### src/rtl/risc_spm_pkg.sv
// Shared opcodes, controller state encoding and Bus_2 select codes for the SPM RISC control unit.
// Optional feature macro: RISC_SPM_ILLEGAL_TRAP_EN (illegal opcodes halt the core).
package risc_spm_pkg;

  localparam logic [3:0] OP_NOP  = 4'h0;
  localparam logic [3:0] OP_ADD  = 4'h1;
  localparam logic [3:0] OP_SUB  = 4'h2;
  localparam logic [3:0] OP_AND  = 4'h3;
  localparam logic [3:0] OP_NOT  = 4'h4;
  localparam logic [3:0] OP_RD   = 4'h5;
  localparam logic [3:0] OP_WR   = 4'h6;
  localparam logic [3:0] OP_BR   = 4'h7;
  localparam logic [3:0] OP_BRZ  = 4'h8;
  localparam logic [3:0] OP_HALT = 4'hF;

  localparam logic [1:0] SEL2_ALU  = 2'd0;
  localparam logic [1:0] SEL2_BUS1 = 2'd1;
  localparam logic [1:0] SEL2_MEM  = 2'd2;

  typedef enum logic [3:0] {
    S_IDLE, S_FET1, S_FET2, S_DEC, S_EX1,
    S_RD1, S_RD2, S_WR1, S_WR2, S_BR1, S_BR2, S_HALT
  } state_t;

  function automatic logic op_is_alu(input logic [3:0] op);
    return (op == OP_ADD) || (op == OP_SUB) || (op == OP_AND);
  endfunction

  function automatic logic op_is_legal(input logic [3:0] op);
    return (op <= OP_BRZ) || (op == OP_HALT);
  endfunction

endpackage

### src/rtl/risc_spm_ctrl_p_if.sv
// Control-unit bundle: instruction/flag inputs, datapath strobes, memory handshake and debug state.
// Optional feature macro: RISC_SPM_ILLEGAL_TRAP_EN (drives the illegal flag).
interface risc_spm_ctrl_p_if #(
  parameter int WORD_SIZE = 8,
  parameter int NUM_REGS  = 4,
  parameter int SEL1_SIZE = $clog2(NUM_REGS + 1),
  parameter int SEL2_SIZE = 2
);
  logic [WORD_SIZE-1:0] instruction;
  logic                 zero;
  // mem_ready is a one-cycle "access done" qualifier: a waiting state holds its
  // selects (and write) with every load/inc strobe low, and fires them exactly
  // in the cycle mem_ready is high; no other handshake exists.
  logic                 mem_ready;
  logic [NUM_REGS-1:0]  load_reg;
  logic                 load_pc;
  logic                 inc_pc;
  logic [SEL1_SIZE-1:0] sel_bus_1_mux;
  logic [SEL2_SIZE-1:0] sel_bus_2_mux;
  logic                 load_ir;
  logic                 load_add_r;
  logic                 load_reg_y;
  logic                 load_reg_z;
  logic                 write;
  logic                 halted;
  logic                 illegal;
  risc_spm_pkg::state_t state;

  modport master (
    input  instruction, zero, mem_ready,
    output load_reg, load_pc, inc_pc, sel_bus_1_mux, sel_bus_2_mux,
           load_ir, load_add_r, load_reg_y, load_reg_z, write, halted, illegal, state
  );

  modport slave (
    output instruction, zero, mem_ready,
    input  load_reg, load_pc, inc_pc, sel_bus_1_mux, sel_bus_2_mux,
           load_ir, load_add_r, load_reg_y, load_reg_z, write, halted, illegal, state
  );
endinterface

### src/rtl/risc_spm_decode.sv
// Combinational split of the IR into opcode and register fields plus opcode class flags.
module risc_spm_decode
  import risc_spm_pkg::*;
#(
  parameter int WORD_SIZE = 8,
  parameter int OP_SIZE   = 4,
  parameter int REG_SEL   = 2
) (
  input  logic [WORD_SIZE-1:0] instruction,
  output logic [OP_SIZE-1:0]   opcode,
  output logic [REG_SEL-1:0]   src,
  output logic [REG_SEL-1:0]   dest,
  output logic                 is_alu,
  output logic                 is_legal
);
  localparam int LOW = WORD_SIZE - OP_SIZE - 2 * REG_SEL;

  logic [3:0] op_low;
  logic       op_high_zero;

  assign opcode = instruction[WORD_SIZE-1 -: OP_SIZE];
  assign src    = instruction[WORD_SIZE-OP_SIZE-1 -: REG_SEL];
  assign dest   = instruction[WORD_SIZE-OP_SIZE-REG_SEL-1 -: REG_SEL];

  // Wider opcode fields are legal only when the bits above the 4-bit ISA are zero.
  assign op_low       = opcode[3:0];
  assign op_high_zero = (opcode >> 4) == '0;
  assign is_alu       = op_high_zero && op_is_alu(op_low);
  assign is_legal     = op_high_zero && op_is_legal(op_low);

  generate
    if (LOW > 0) begin : g_pad
      logic unused_low;
      assign unused_low = ^instruction[LOW-1:0];
    end
  endgenerate
endmodule

### src/rtl/risc_spm_ctrl_p.sv
// Multi-cycle SPM RISC controller with mem_ready wait states and a halted status.
// Optional feature macro: RISC_SPM_ILLEGAL_TRAP_EN (illegal opcode -> S_HALT, sticky illegal flag).
module risc_spm_ctrl_p
  import risc_spm_pkg::*;
#(
  parameter int WORD_SIZE = 8,
  parameter int NUM_REGS  = 4,
  parameter int OP_SIZE   = 4,
  parameter int SEL1_SIZE = $clog2(NUM_REGS + 1),
  parameter int SEL2_SIZE = 2
) (
  input logic               clk,
  input logic               rst,
  risc_spm_ctrl_p_if.master bus
);
  localparam int REG_SEL = $clog2(NUM_REGS);
  localparam logic [SEL1_SIZE-1:0] SEL1_PC = SEL1_SIZE'(NUM_REGS);

  generate
    if (OP_SIZE + 2 * REG_SEL > WORD_SIZE || OP_SIZE < 4 || NUM_REGS < 2) begin : g_bad_params
      $error("risc_spm_ctrl_p: instruction fields do not fit WORD_SIZE");
    end
  endgenerate

  state_t               state, next;
  logic [OP_SIZE-1:0]   opcode;
  logic [REG_SEL-1:0]   src, dest;
  logic                 is_alu, is_legal;
  logic [NUM_REGS-1:0]  load_reg;
  logic [SEL1_SIZE-1:0] sel1;
  logic [SEL2_SIZE-1:0] sel2;
  logic load_pc, inc_pc, load_ir, load_add_r, load_reg_y, load_reg_z, write;

  risc_spm_decode #(.WORD_SIZE(WORD_SIZE), .OP_SIZE(OP_SIZE), .REG_SEL(REG_SEL)) u_decode (
    .instruction(bus.instruction), .opcode(opcode), .src(src), .dest(dest),
    .is_alu(is_alu), .is_legal(is_legal)
  );

  always_ff @(posedge clk or posedge rst) begin
    if (rst) state <= S_IDLE;
    else     state <= next;
  end

  always_comb begin
    next       = state;
    load_reg   = '0;
    sel1       = '0;
    sel2       = '0;
    load_pc    = 1'b0;
    inc_pc     = 1'b0;
    load_ir    = 1'b0;
    load_add_r = 1'b0;
    load_reg_y = 1'b0;
    load_reg_z = 1'b0;
    write      = 1'b0;
    unique case (state)
      S_IDLE: next = S_FET1;
      S_FET1: begin
        sel1 = SEL1_PC; sel2 = SEL2_SIZE'(SEL2_BUS1); load_add_r = 1'b1; next = S_FET2;
      end
      S_FET2: begin
        sel2 = SEL2_SIZE'(SEL2_MEM);
        if (bus.mem_ready) begin load_ir = 1'b1; inc_pc = 1'b1; next = S_DEC; end
      end
      S_DEC: begin
        next = S_FET1;
        if (!is_legal) begin
`ifdef RISC_SPM_ILLEGAL_TRAP_EN
          next = S_HALT;
`else
          next = S_FET1;
`endif
        end else if (is_alu) begin
          sel1 = SEL1_SIZE'(src); sel2 = SEL2_SIZE'(SEL2_BUS1); load_reg_y = 1'b1; next = S_EX1;
        end else begin
          case (opcode)
            OP_SIZE'(OP_NOT): begin
              sel1 = SEL1_SIZE'(src); sel2 = SEL2_SIZE'(SEL2_ALU);
              load_reg_z = 1'b1; load_reg = NUM_REGS'(1) << dest;
            end
            OP_SIZE'(OP_RD), OP_SIZE'(OP_WR), OP_SIZE'(OP_BR), OP_SIZE'(OP_BRZ): begin
              if (opcode == OP_SIZE'(OP_BRZ) && !bus.zero) begin
                inc_pc = 1'b1;  // skip the unused branch-target word
              end else begin
                sel1 = SEL1_PC; sel2 = SEL2_SIZE'(SEL2_BUS1); load_add_r = 1'b1;
                if (opcode == OP_SIZE'(OP_RD))      next = S_RD1;
                else if (opcode == OP_SIZE'(OP_WR)) next = S_WR1;
                else                                next = S_BR1;
              end
            end
            OP_SIZE'(OP_HALT): next = S_HALT;
            default:           next = S_FET1;
          endcase
        end
      end
      S_EX1: begin
        sel1 = SEL1_SIZE'(dest); sel2 = SEL2_SIZE'(SEL2_ALU);
        load_reg_z = 1'b1; load_reg = NUM_REGS'(1) << dest; next = S_FET1;
      end
      S_RD1, S_WR1: begin
        sel2 = SEL2_SIZE'(SEL2_MEM);
        if (bus.mem_ready) begin
          load_add_r = 1'b1; inc_pc = 1'b1;
          next = (state == S_RD1) ? S_RD2 : S_WR2;
        end
      end
      S_RD2: begin
        sel2 = SEL2_SIZE'(SEL2_MEM);
        if (bus.mem_ready) begin load_reg = NUM_REGS'(1) << dest; next = S_FET1; end
      end
      S_WR2: begin
        sel1 = SEL1_SIZE'(src); write = 1'b1;
        if (bus.mem_ready) next = S_FET1;
      end
      S_BR1: begin
        sel2 = SEL2_SIZE'(SEL2_MEM);
        if (bus.mem_ready) begin load_add_r = 1'b1; next = S_BR2; end
      end
      S_BR2: begin
        sel2 = SEL2_SIZE'(SEL2_MEM);
        if (bus.mem_ready) begin load_pc = 1'b1; next = S_FET1; end
      end
      S_HALT:  next = S_HALT;
      default: next = S_IDLE;
    endcase
  end

`ifdef RISC_SPM_ILLEGAL_TRAP_EN
  logic illegal_q;
  always_ff @(posedge clk or posedge rst) begin
    if (rst)                           illegal_q <= 1'b0;
    else if (state == S_DEC && !is_legal) illegal_q <= 1'b1;
  end
  assign bus.illegal = illegal_q;
`else
  assign bus.illegal = 1'b0;
`endif

  assign bus.load_reg      = load_reg;
  assign bus.load_pc       = load_pc;
  assign bus.inc_pc        = inc_pc;
  assign bus.sel_bus_1_mux = sel1;
  assign bus.sel_bus_2_mux = sel2;
  assign bus.load_ir       = load_ir;
  assign bus.load_add_r    = load_add_r;
  assign bus.load_reg_y    = load_reg_y;
  assign bus.load_reg_z    = load_reg_z;
  assign bus.write         = write;
  assign bus.halted        = (state == S_HALT);
  assign bus.state         = state;
endmodule
### src/flat_wrapper.sv
// flat-port wrapper written by rule: the top's interface ports become plain ports
module risc_spm_ctrl_p_flat import risc_spm_pkg::*;
#(
  parameter int WORD_SIZE = 8,
  parameter int NUM_REGS  = 4,
  parameter int OP_SIZE   = 4,
  parameter int SEL1_SIZE = $clog2(NUM_REGS + 1),
  parameter int SEL2_SIZE = 2
)
  (clk, rst, bus_instruction, bus_zero, bus_mem_ready, bus_load_reg, bus_load_pc, bus_inc_pc, bus_sel_bus_1_mux, bus_sel_bus_2_mux, bus_load_ir, bus_load_add_r, bus_load_reg_y, bus_load_reg_z, bus_write, bus_halted, bus_illegal, bus_state);
  risc_spm_ctrl_p_if #(.WORD_SIZE(WORD_SIZE), .NUM_REGS(NUM_REGS), .SEL1_SIZE(SEL1_SIZE), .SEL2_SIZE(SEL2_SIZE)) bus_i ();
  input logic clk;
  input logic rst;
  input wire logic [$bits(bus_i.instruction)-1:0] bus_instruction;
  input wire logic [$bits(bus_i.zero)-1:0] bus_zero;
  input wire logic [$bits(bus_i.mem_ready)-1:0] bus_mem_ready;
  output wire logic [$bits(bus_i.load_reg)-1:0] bus_load_reg;
  output wire logic [$bits(bus_i.load_pc)-1:0] bus_load_pc;
  output wire logic [$bits(bus_i.inc_pc)-1:0] bus_inc_pc;
  output wire logic [$bits(bus_i.sel_bus_1_mux)-1:0] bus_sel_bus_1_mux;
  output wire logic [$bits(bus_i.sel_bus_2_mux)-1:0] bus_sel_bus_2_mux;
  output wire logic [$bits(bus_i.load_ir)-1:0] bus_load_ir;
  output wire logic [$bits(bus_i.load_add_r)-1:0] bus_load_add_r;
  output wire logic [$bits(bus_i.load_reg_y)-1:0] bus_load_reg_y;
  output wire logic [$bits(bus_i.load_reg_z)-1:0] bus_load_reg_z;
  output wire logic [$bits(bus_i.write)-1:0] bus_write;
  output wire logic [$bits(bus_i.halted)-1:0] bus_halted;
  output wire logic [$bits(bus_i.illegal)-1:0] bus_illegal;
  output wire logic [$bits(bus_i.state)-1:0] bus_state;
  assign bus_i.instruction = bus_instruction;
  assign bus_i.zero = bus_zero;
  assign bus_i.mem_ready = bus_mem_ready;
  assign bus_load_reg = bus_i.load_reg;
  assign bus_load_pc = bus_i.load_pc;
  assign bus_inc_pc = bus_i.inc_pc;
  assign bus_sel_bus_1_mux = bus_i.sel_bus_1_mux;
  assign bus_sel_bus_2_mux = bus_i.sel_bus_2_mux;
  assign bus_load_ir = bus_i.load_ir;
  assign bus_load_add_r = bus_i.load_add_r;
  assign bus_load_reg_y = bus_i.load_reg_y;
  assign bus_load_reg_z = bus_i.load_reg_z;
  assign bus_write = bus_i.write;
  assign bus_halted = bus_i.halted;
  assign bus_illegal = bus_i.illegal;
  assign bus_state = bus_i.state;
  risc_spm_ctrl_p #(.WORD_SIZE(WORD_SIZE), .NUM_REGS(NUM_REGS), .OP_SIZE(OP_SIZE), .SEL1_SIZE(SEL1_SIZE), .SEL2_SIZE(SEL2_SIZE)) u_core (.clk(clk), .rst(rst), .bus(bus_i));
endmodule
### config.mk
export PLATFORM = sky130hd
export DESIGN_NAME = risc_spm_ctrl_p_flat
export DESIGN_NICKNAME = d
export VERILOG_FILES = /design/src/rtl/risc_spm_pkg.sv /design/src/rtl/risc_spm_ctrl_p_if.sv /design/src/rtl/risc_spm_decode.sv /design/src/rtl/risc_spm_ctrl_p.sv /design/src/flat_wrapper.sv
export SDC_FILE = /design/constraint.sdc
export NUM_CORES = 1
export LEC_CHECK = 0
export BUFFER_PORTS_ARGS = -buffer_cell sky130_fd_sc_hd__buf_2
export CORE_MARGIN = 5
export CORE_UTILIZATION = 47
export CTS_BUF_LIST = sky130_fd_sc_hd__clkbuf_8
export DETAILED_ROUTE_END_ITERATION = 8
export HOLD_SLACK_MARGIN = 0.08
export PLACE_DENSITY_LB_ADDON = 0.3
export SYNTH_ARGS = -nofsm -noshare
export SYNTH_HDL_FRONTEND = slang
export SYNTH_SLANG_ARGS = --single-unit
### constraint.sdc
create_clock -name clk -period 2.11 [get_ports clk]
set_input_delay 0.422 -clock clk [delete_from_list [all_inputs] [get_ports clk]]
set_output_delay 0.422 -clock clk [all_outputs]
set_load 0.02 [all_outputs]
==> flow_metrics.py, run 1 <==
metrics = {
    "die": {
        "std_cell_rows": 13,
        "core-area_um2": 1330,
        "chipHeight_um": 48.2,
        "die_x_um": 48.2,
        "io_pins": 34,
        "floorplan.initialDensity_pct": 51.3,
        "die_area_um2": 2320,
    },
    "worst_setup_path": {
        "max_stage_delay_ps": 560,
        "setup.worst_path.end": "bus_load_reg_z",
        "worst_r2r_startpoint": "u_core.bus.state[2]",
        "worst-r2r-setup-slack_ps": 620,
        "source_of_the_critical_timing_path": "bus_instruction[5]",
        "crit_fanout": 2,
        "crit-reg2reg-capture": "u_core.bus.state[0]",
        "worst_path_max_delay_cell": "or4b_4",
        "r2r_cells": 5,
        "critical_path_source_type": "input port",
        "critical_path.cell_chain": "buf_8 > or4b_4 > or3_4 > a21oi_2 > buf_4",
        "worst-path-stages": 5,
        "timing.critical_path.buf_inv": 2,
        "critical_path_arrival_ps": 1700,
        "timing.critical_path.to_type": "primary output",
        "critPathRequiredTime_ps": 1690,
        "critical-path-top-delay-family": "simple AND/OR/NAND/NOR gates",
        "setup.worst_path.class": "in -> out",
    },
    "logic_synthesis": {
        "synth_cell_types": 35,
        "yosysSeqAreaShare_pct": 14.6,
        "post-synth-top-area-cell": "dfrtp_1",
        "synth_top_area_share_pct": 14.6,
        "yosys_register_bits": 4,
        "synth_area_per_cell_um2": 6.91,
        "post_synth_instance_area_um2": 684,
        "yosys-top-cells-area": "dfrtp_1 15%, nor2_1 7.1%, nand2b_1 6.4%, nand2_1 6.0%, o32ai_1 5.1%",
        "yosysWarnings": 0,
        "post_synth_most_frequent_cells": "13 x nor2_1, 11 x nand2_1, 7 x nand2b_1",
        "synth.most_common_cell": "nor2_1",
        "async_set_or_reset_flop_fraction_in_the_synthesized_netlist_pct": 100,
        "synth_edf_count": 0,
        "synth_cells": 99,
        "synth_ff_type": "dfrtp_1",
        "postSynthNetCount": 111,
    },
    "cts": {
        "number_of_clock_buffers_inserted_by_tritoncts": 3,
        "clock_tree.htree_level_count": 1,
        "cts.reportedPaths.clkPinSlew_ps": 40,
        "tritoncts": "done",
        "clk_latency_ps": 220,
        "clk_root_buffer_cell": "clkbuf_8",
        "clock_path_buffers": 2,
        "clock_sinks": 4,
        "cts.hold.buffers_added": 0,
    },
    "routing": {
        "first_pass_iters": 4,
        "initialDrtViolationCount": 24,
        "vias": 853,
        "vias_per_cell": 5.76,
        "drtAntennaViolNets": 0,
        "wl_per_cell_um": 14.3,
        "route.detailed.drc": 0,
        "drt_wl_total_um": 2110,
    },
    "pwr": {
        "power_density_nw_per_um2": 1380,
        "vdd_ir_drop_max_uv": 891,
        "static-leakage-power_nw": 0.444,
    },
    "layout": {
        "final_nets": 147,
        "areaGrowthSynthToFinish_pct": 36.9,
        "reg.largest.list": "u_core.bus.state: 4 flops",
        "post_route_cells_drive_above_1_share_pct": 40.6,
        "final_util_pct": 70.3,
        "postLayoutCellArea_um2": 937,
        "largest_register": "u_core.bus.state",
        "max_reg_flops": 4,
        "diodes": 0,
        "final_cells": 148,
    },
    "run_status": {
        "failed_checks": "negative setup slack",
        "outcome": "complete, but fails checks",
    },
    "sta": {
        "setup_viol": 1,
        "post-route-worst-setup-slack_ps": -16.6,
        "timing.fmax_mhz": 470,
        "worst_clock_skew_ps": 9.85,
        "final.period_utilization_pct": 101,
        "grt_setup_unrepaired": "yes",
        "layout_min_cycle_time_ps": 2130,
        "final-hold-violation-count": 0,
        "fin_setup_tns_ps": -16.6,
        "finalMaxSlewViolations": 0,
    },
    "place": {
        "detailed_place.area_um2": 836,
        "routabilityCongestion": 0.790,
        "pre_cts_slack_ps": -96.5,
        "port_buffers": 32,
        "hpwl_um": 1530,
        "dp.cells": 144,
    },
    "global_route": {
        "first_global_vias": 776,
        "maximum_number_of_pins_on_one_net_before_global_route_repair": 17,
        "global_route.overflow_total": 0,
        "grt_pass1_wl_um": 3330,
        "grtUsageTotal_pct": 20.3,
        "number_of_antenna_violations_at_the_first_check_in_global_routing": 0,
    },
    "hold_path": {
        "timing.hold.worst.class": "in -> async",
    },
    "flow_run": {
        "timing.max_cap.violations": 0,
    },
}
[cell type report]
| class | count | area [µm²] |
|---|---|---|
| Multi-Input combinational cell | 81 | 520 |
| Timing Repair Buffer | 41 | 240 |
| Clock buffer | 3 | 41.3 |
| Fill cell | 113 | 397 |
| Inverter | 4 | 15.0 |
| Tap cell | 15 | 18.8 |
| Sequential cell | 4 | 101 |
[what timing repair did]
item / 4_1_cts / 5_1_grt
gates resized for setup: 6 / 6
setup buffers: 1 / 0
setup endpoints to repair: 5 / 10
[worst register-to-register path, stage by stage, from the launching register on]
cell and delay [ps]:
dfrtp_1 430, buf_4 210, nor2_1 200, inv_1 90
o32ai_1 310, a21oi_1 110
[per-layer routing]
metal / wire length (µm) / global-route usage, %
met5: 0 / 0
met4: 37 / 4.84
met3: 161 / 3.69
met2: 1070 / 37.5
met1: 843 / 23.7
[logic make-up after synthesis]
kind of cell | after synthesis | share of synthesized area, %
simple gates | 50 | 39.9
other cells | 1 | 0.548
compound gates | 28 | 27.4
flops | 4 | 14.6
buf+inv | 14 | 15.0
xor+xnor | 2 | 2.56
[worst min path at each step]
stage,end,depth (start not counted),slack (ps),from
after floorplan,u_core.bus.state[0],1,190,rst
after global placement,u_core.bus.state[3],2,300,rst
after detailed placement,u_core.bus.state[3],2,310,rst
after CTS,u_core.bus.state[1],2,80,rst
after global routing,u_core.bus.state[1],2,110,rst
final,u_core.bus.state[3],2,80,rst
[per-stage QoR]
| stage | total power, mW | hold WS (ps) |
|---|---|---|
| 2_1_floorplan | 0.879 | 188 |
| 3_3_place_gp | 1.06 | 301 |
| 3_5_place_dp | 1.07 | 307 |
| 4_1_cts | 1.26 | 83.2 |
| 5_1_grt | 1.40 | 106 |
| 6_report | 1.29 | 81.5 |
[cells in the final DEF (no fill, tap or decap), drive strengths merged]
cell | netlist | layout
buf | 5 | 41
nor2 | 13 | 13
nand2 | 11 | 11
nand2b | 7 | 7
o21ai | 6 | 6
a21oi | 6 | 6
a31oi | 5 | 5
nor2b | 5 | 5
inv | 4 | 4
dfrtp | 4 | 4
o32ai | 4 | 4
clkbuf | 5 | 3
xnor2 | 2 | 2
nand3 | 2 | 2
and3 | 2 | 2
nand4bb | 1 | 1
a311oi | 1 | 1
o311a | 1 | 1
nor4b | 1 | 1
a221o | 1 | 1
nand3b | 1 | 1
o2bb2a | 1 | 1
nand4b | 1 | 1
or4b | 1 | 1
nor3b | 1 | 1
and3b | 1 | 1
or3 | 1 | 1
o211ai | 1 | 1
a21o | 1 | 1
a211oi | 1 | 1
or2 | 1 | 1
nor3 | 1 | 1
conb | 1 | 1
[where the power goes]
part           switching (mW)  total, mW  leakage (nW)  internal [mW]
sequential             0.0861      0.202        0.0482          0.116
combinational           0.559      0.922         0.375          0.363
clock                  0.0437      0.166        0.0216          0.122
total                   0.689       1.29         0.444          0.601
No activity file was read; power rests on OpenSTA's default activity.
==> inputs of run 2 (changes only) <==
BUFFER_PORTS_ARGS = not set   (was -buffer_cell sky130_fd_sc_hd__buf_2)
CAP_MARGIN = 20   (was not set)
CORE_AREA = 5 5 42 44   (was not set)
CORE_MARGIN = not set   (was 5)
CORE_UTILIZATION = not set   (was 47)
CTS_BUF_LIST = not set   (was sky130_fd_sc_hd__clkbuf_8)
DIE_AREA = 0 0 47 49   (was not set)
DONT_BUFFER_PORTS = 1   (was not set)
==> flow_metrics.py, run 2 (synthesis gave the netlist of run 1 again) <==
metrics = {
    "layout": {
        "reg.largest.list": "u_core.bus.state: 4 flops",
        "post_route_cells_drive_above_1_share_pct": 23.9,
        "most-common-layout-cells": "15 x buf_4, 12 x nor2_1, 11 x nand2_1",
        "final_cells": 125,
        "diodes": 0,
        "final_common_cell": "buf_4",
        "areaGrowthSynthToFinish_pct": 15.0,
        "final_util_pct": 56.2,
        "largest_register": "u_core.bus.state",
        "final_nets": 123,
        "max_reg_flops": 4,
    },
    "global_route": {
        "number_of_antenna_violations_at_the_first_check_in_global_routing": 0,
        "global_route.overflow_total": 0,
        "grt_pass1_wl_um": 3040,
        "maximum_number_of_pins_on_one_net_before_global_route_repair": 17,
        "grtUsageTotal_pct": 17.3,
        "first_global_vias": 703,
    },
    "place": {
        "dp.cells": 121,
        "port_buffers": 0,
        "hpwl_um": 1390,
        "routabilityCongestion": 0.729,
    },
    "worst_setup_path": {
        "setup.worst_path.class": "in -> out",
        "worst_path_max_delay_cell": "or4b_1",
        "crit-reg2reg-capture": "u_core.bus.state[0]",
        "r2r_cells": 5,
        "critical-path-top-delay-family": "simple AND/OR/NAND/NOR gates",
        "max_stage_delay_ps": 560,
        "critical_path.cell_chain": "or4b_1 > or3_1 > a21oi_1 > buf_4",
        "worst_r2r_startpoint": "u_core.bus.state[3]",
        "worst-r2r-setup-slack_ps": 680,
        "timing.critical_path.buf_inv": 1,
        "critical_path_arrival_ps": 1620,
        "timing.critical_path.to_type": "primary output",
        "crit_fanout": 6,
        "critical_path_source_type": "input port",
        "critPathRequiredTime_ps": 1690,
    },
    "routing": {
        "wl_per_cell_um": 14.7,
        "drt_wl_total_um": 1840,
        "first_pass_iters": 4,
        "route.detailed.drc": 0,
        "initialDrtViolationCount": 21,
        "drtAntennaViolNets": 0,
        "vias_per_cell": 5.98,
        "vias": 747,
    },
    "sta": {
        "final.period_utilization_pct": 96.7,
        "grt_setup_unrepaired": "no",
        "layout_min_cycle_time_ps": 2040,
        "timing.fmax_mhz": 490,
        "worst_clock_skew_ps": 0.340,
        "fin_setup_tns_ps": 0,
        "finalMaxSlewViolations": 0,
        "final-hold-violation-count": 0,
        "setup_viol": 0,
    },
    "pwr": {
        "static-leakage-power_nw": 0.318,
        "vdd_ir_drop_max_uv": 1050,
        "design_power_total_mw": 1.20,
        "power_density_nw_per_um2": 1520,
    },
    "die": {
        "std_cell_rows": 14,
        "die_x_um": 47,
        "die_area_um2": 2300,
        "io_pins": 34,
        "chipHeight_um": 49,
        "floorplan.initialDensity_pct": 48.8,
        "core-area_um2": 1400,
    },
    "run_status": {
        "outcome": "finished clean",
    },
    "cts": {
        "tritoncts": "done",
        "clk_root_buffer_cell": "clkbuf_4",
        "clk_latency_ps": 240,
        "clock_tree.htree_level_count": 1,
        "number_of_clock_buffers_inserted_by_tritoncts": 3,
        "cts.reportedPaths.clkPinSlew_ps": 30,
        "clock_sinks": 4,
        "clock_path_buffers": 2,
    },
    "flow_run": {
        "timing.max_cap.violations": 0,
    },
    "hold_path": {
        "worst_hold_path.endpoint": "u_core.bus.state[1]",
        "timing.hold.worst.class": "in -> reg",
        "holdPathStages": 1,
        "min-delay-start": "bus_mem_ready",
    },
}
[run 2: layout make-up]
type,count,area [µm²]
sequential,4,104
inverter,4,15.0
timing repair buffer,17,134
clock buffer,3,22.5
fill,158,614
multi-input combinational,81,492
tap,16,20.0
[run 2: repair_timing]
item / CTS / global route
resized for setup: 0 / 6
setup buffers: 0 / 0
endpoints found under the hold margin: 4 / 0
hold buffers: 1 / 0
endpoints found under the setup margin: 0 / 8
[run 2: layer usage]
layer	vias to the layer above	track usage (%)	part of all wire, %	routed length [µm]
met5	-	0	0	0
met4	0	8.29	1.4	25
met3	3	2.58	6.2	113
met2	24	26.7	49	891
met1	347	22.7	44	806
li1	373	-	-	-
[run 2: worst register-to-register path: cells and delay by family, from the launching register on]
family	cells	cell delay (ps)
AND/OR/NAND/NOR	1	180
buffers and inverters	2	290
AO/OA/AOI/OAI	2	400
flip-flops	1	430
[run 2: where the power goes]
group          total (mW)  leakage [nW]  switching, mW  internal (mW)
clock              0.0945        0.0138         0.0309         0.0636
combinational       0.894         0.258          0.531          0.363
sequential          0.206        0.0457         0.0861          0.120
[run 2: through the flow]
stage	hold WS (ps)	area (µm²)	setup slack (ps)
2_1_floorplan	188	684	59.1
3_3_place_gp	199	737	108
3_5_place_dp	197	737	103
4_1_cts	344	769	12.1
5_1_grt	340	787	7.26
6_report	345	787	69.0
[run 2: worst max-delay path by stage]
| stage | slack [ps] | cells after the start | start | end |
|---|---|---|---|---|
| floorplan | 60 | 4 | bus_instruction[6] | bus_load_reg_z |
| global placement | 110 | 4 | bus_instruction[5] | bus_load_reg_z |
| detailed placement | 100 | 4 | bus_instruction[5] | bus_load_reg_z |
| CTS | 10 | 4 | u_core.bus.state[1] | bus_load_reg[0] |
| global route | 7 | 4 | u_core.bus.state[2] | bus_load_reg[0] |
| finish | 70 | 4 | bus_instruction[5] | bus_load_reg_z |
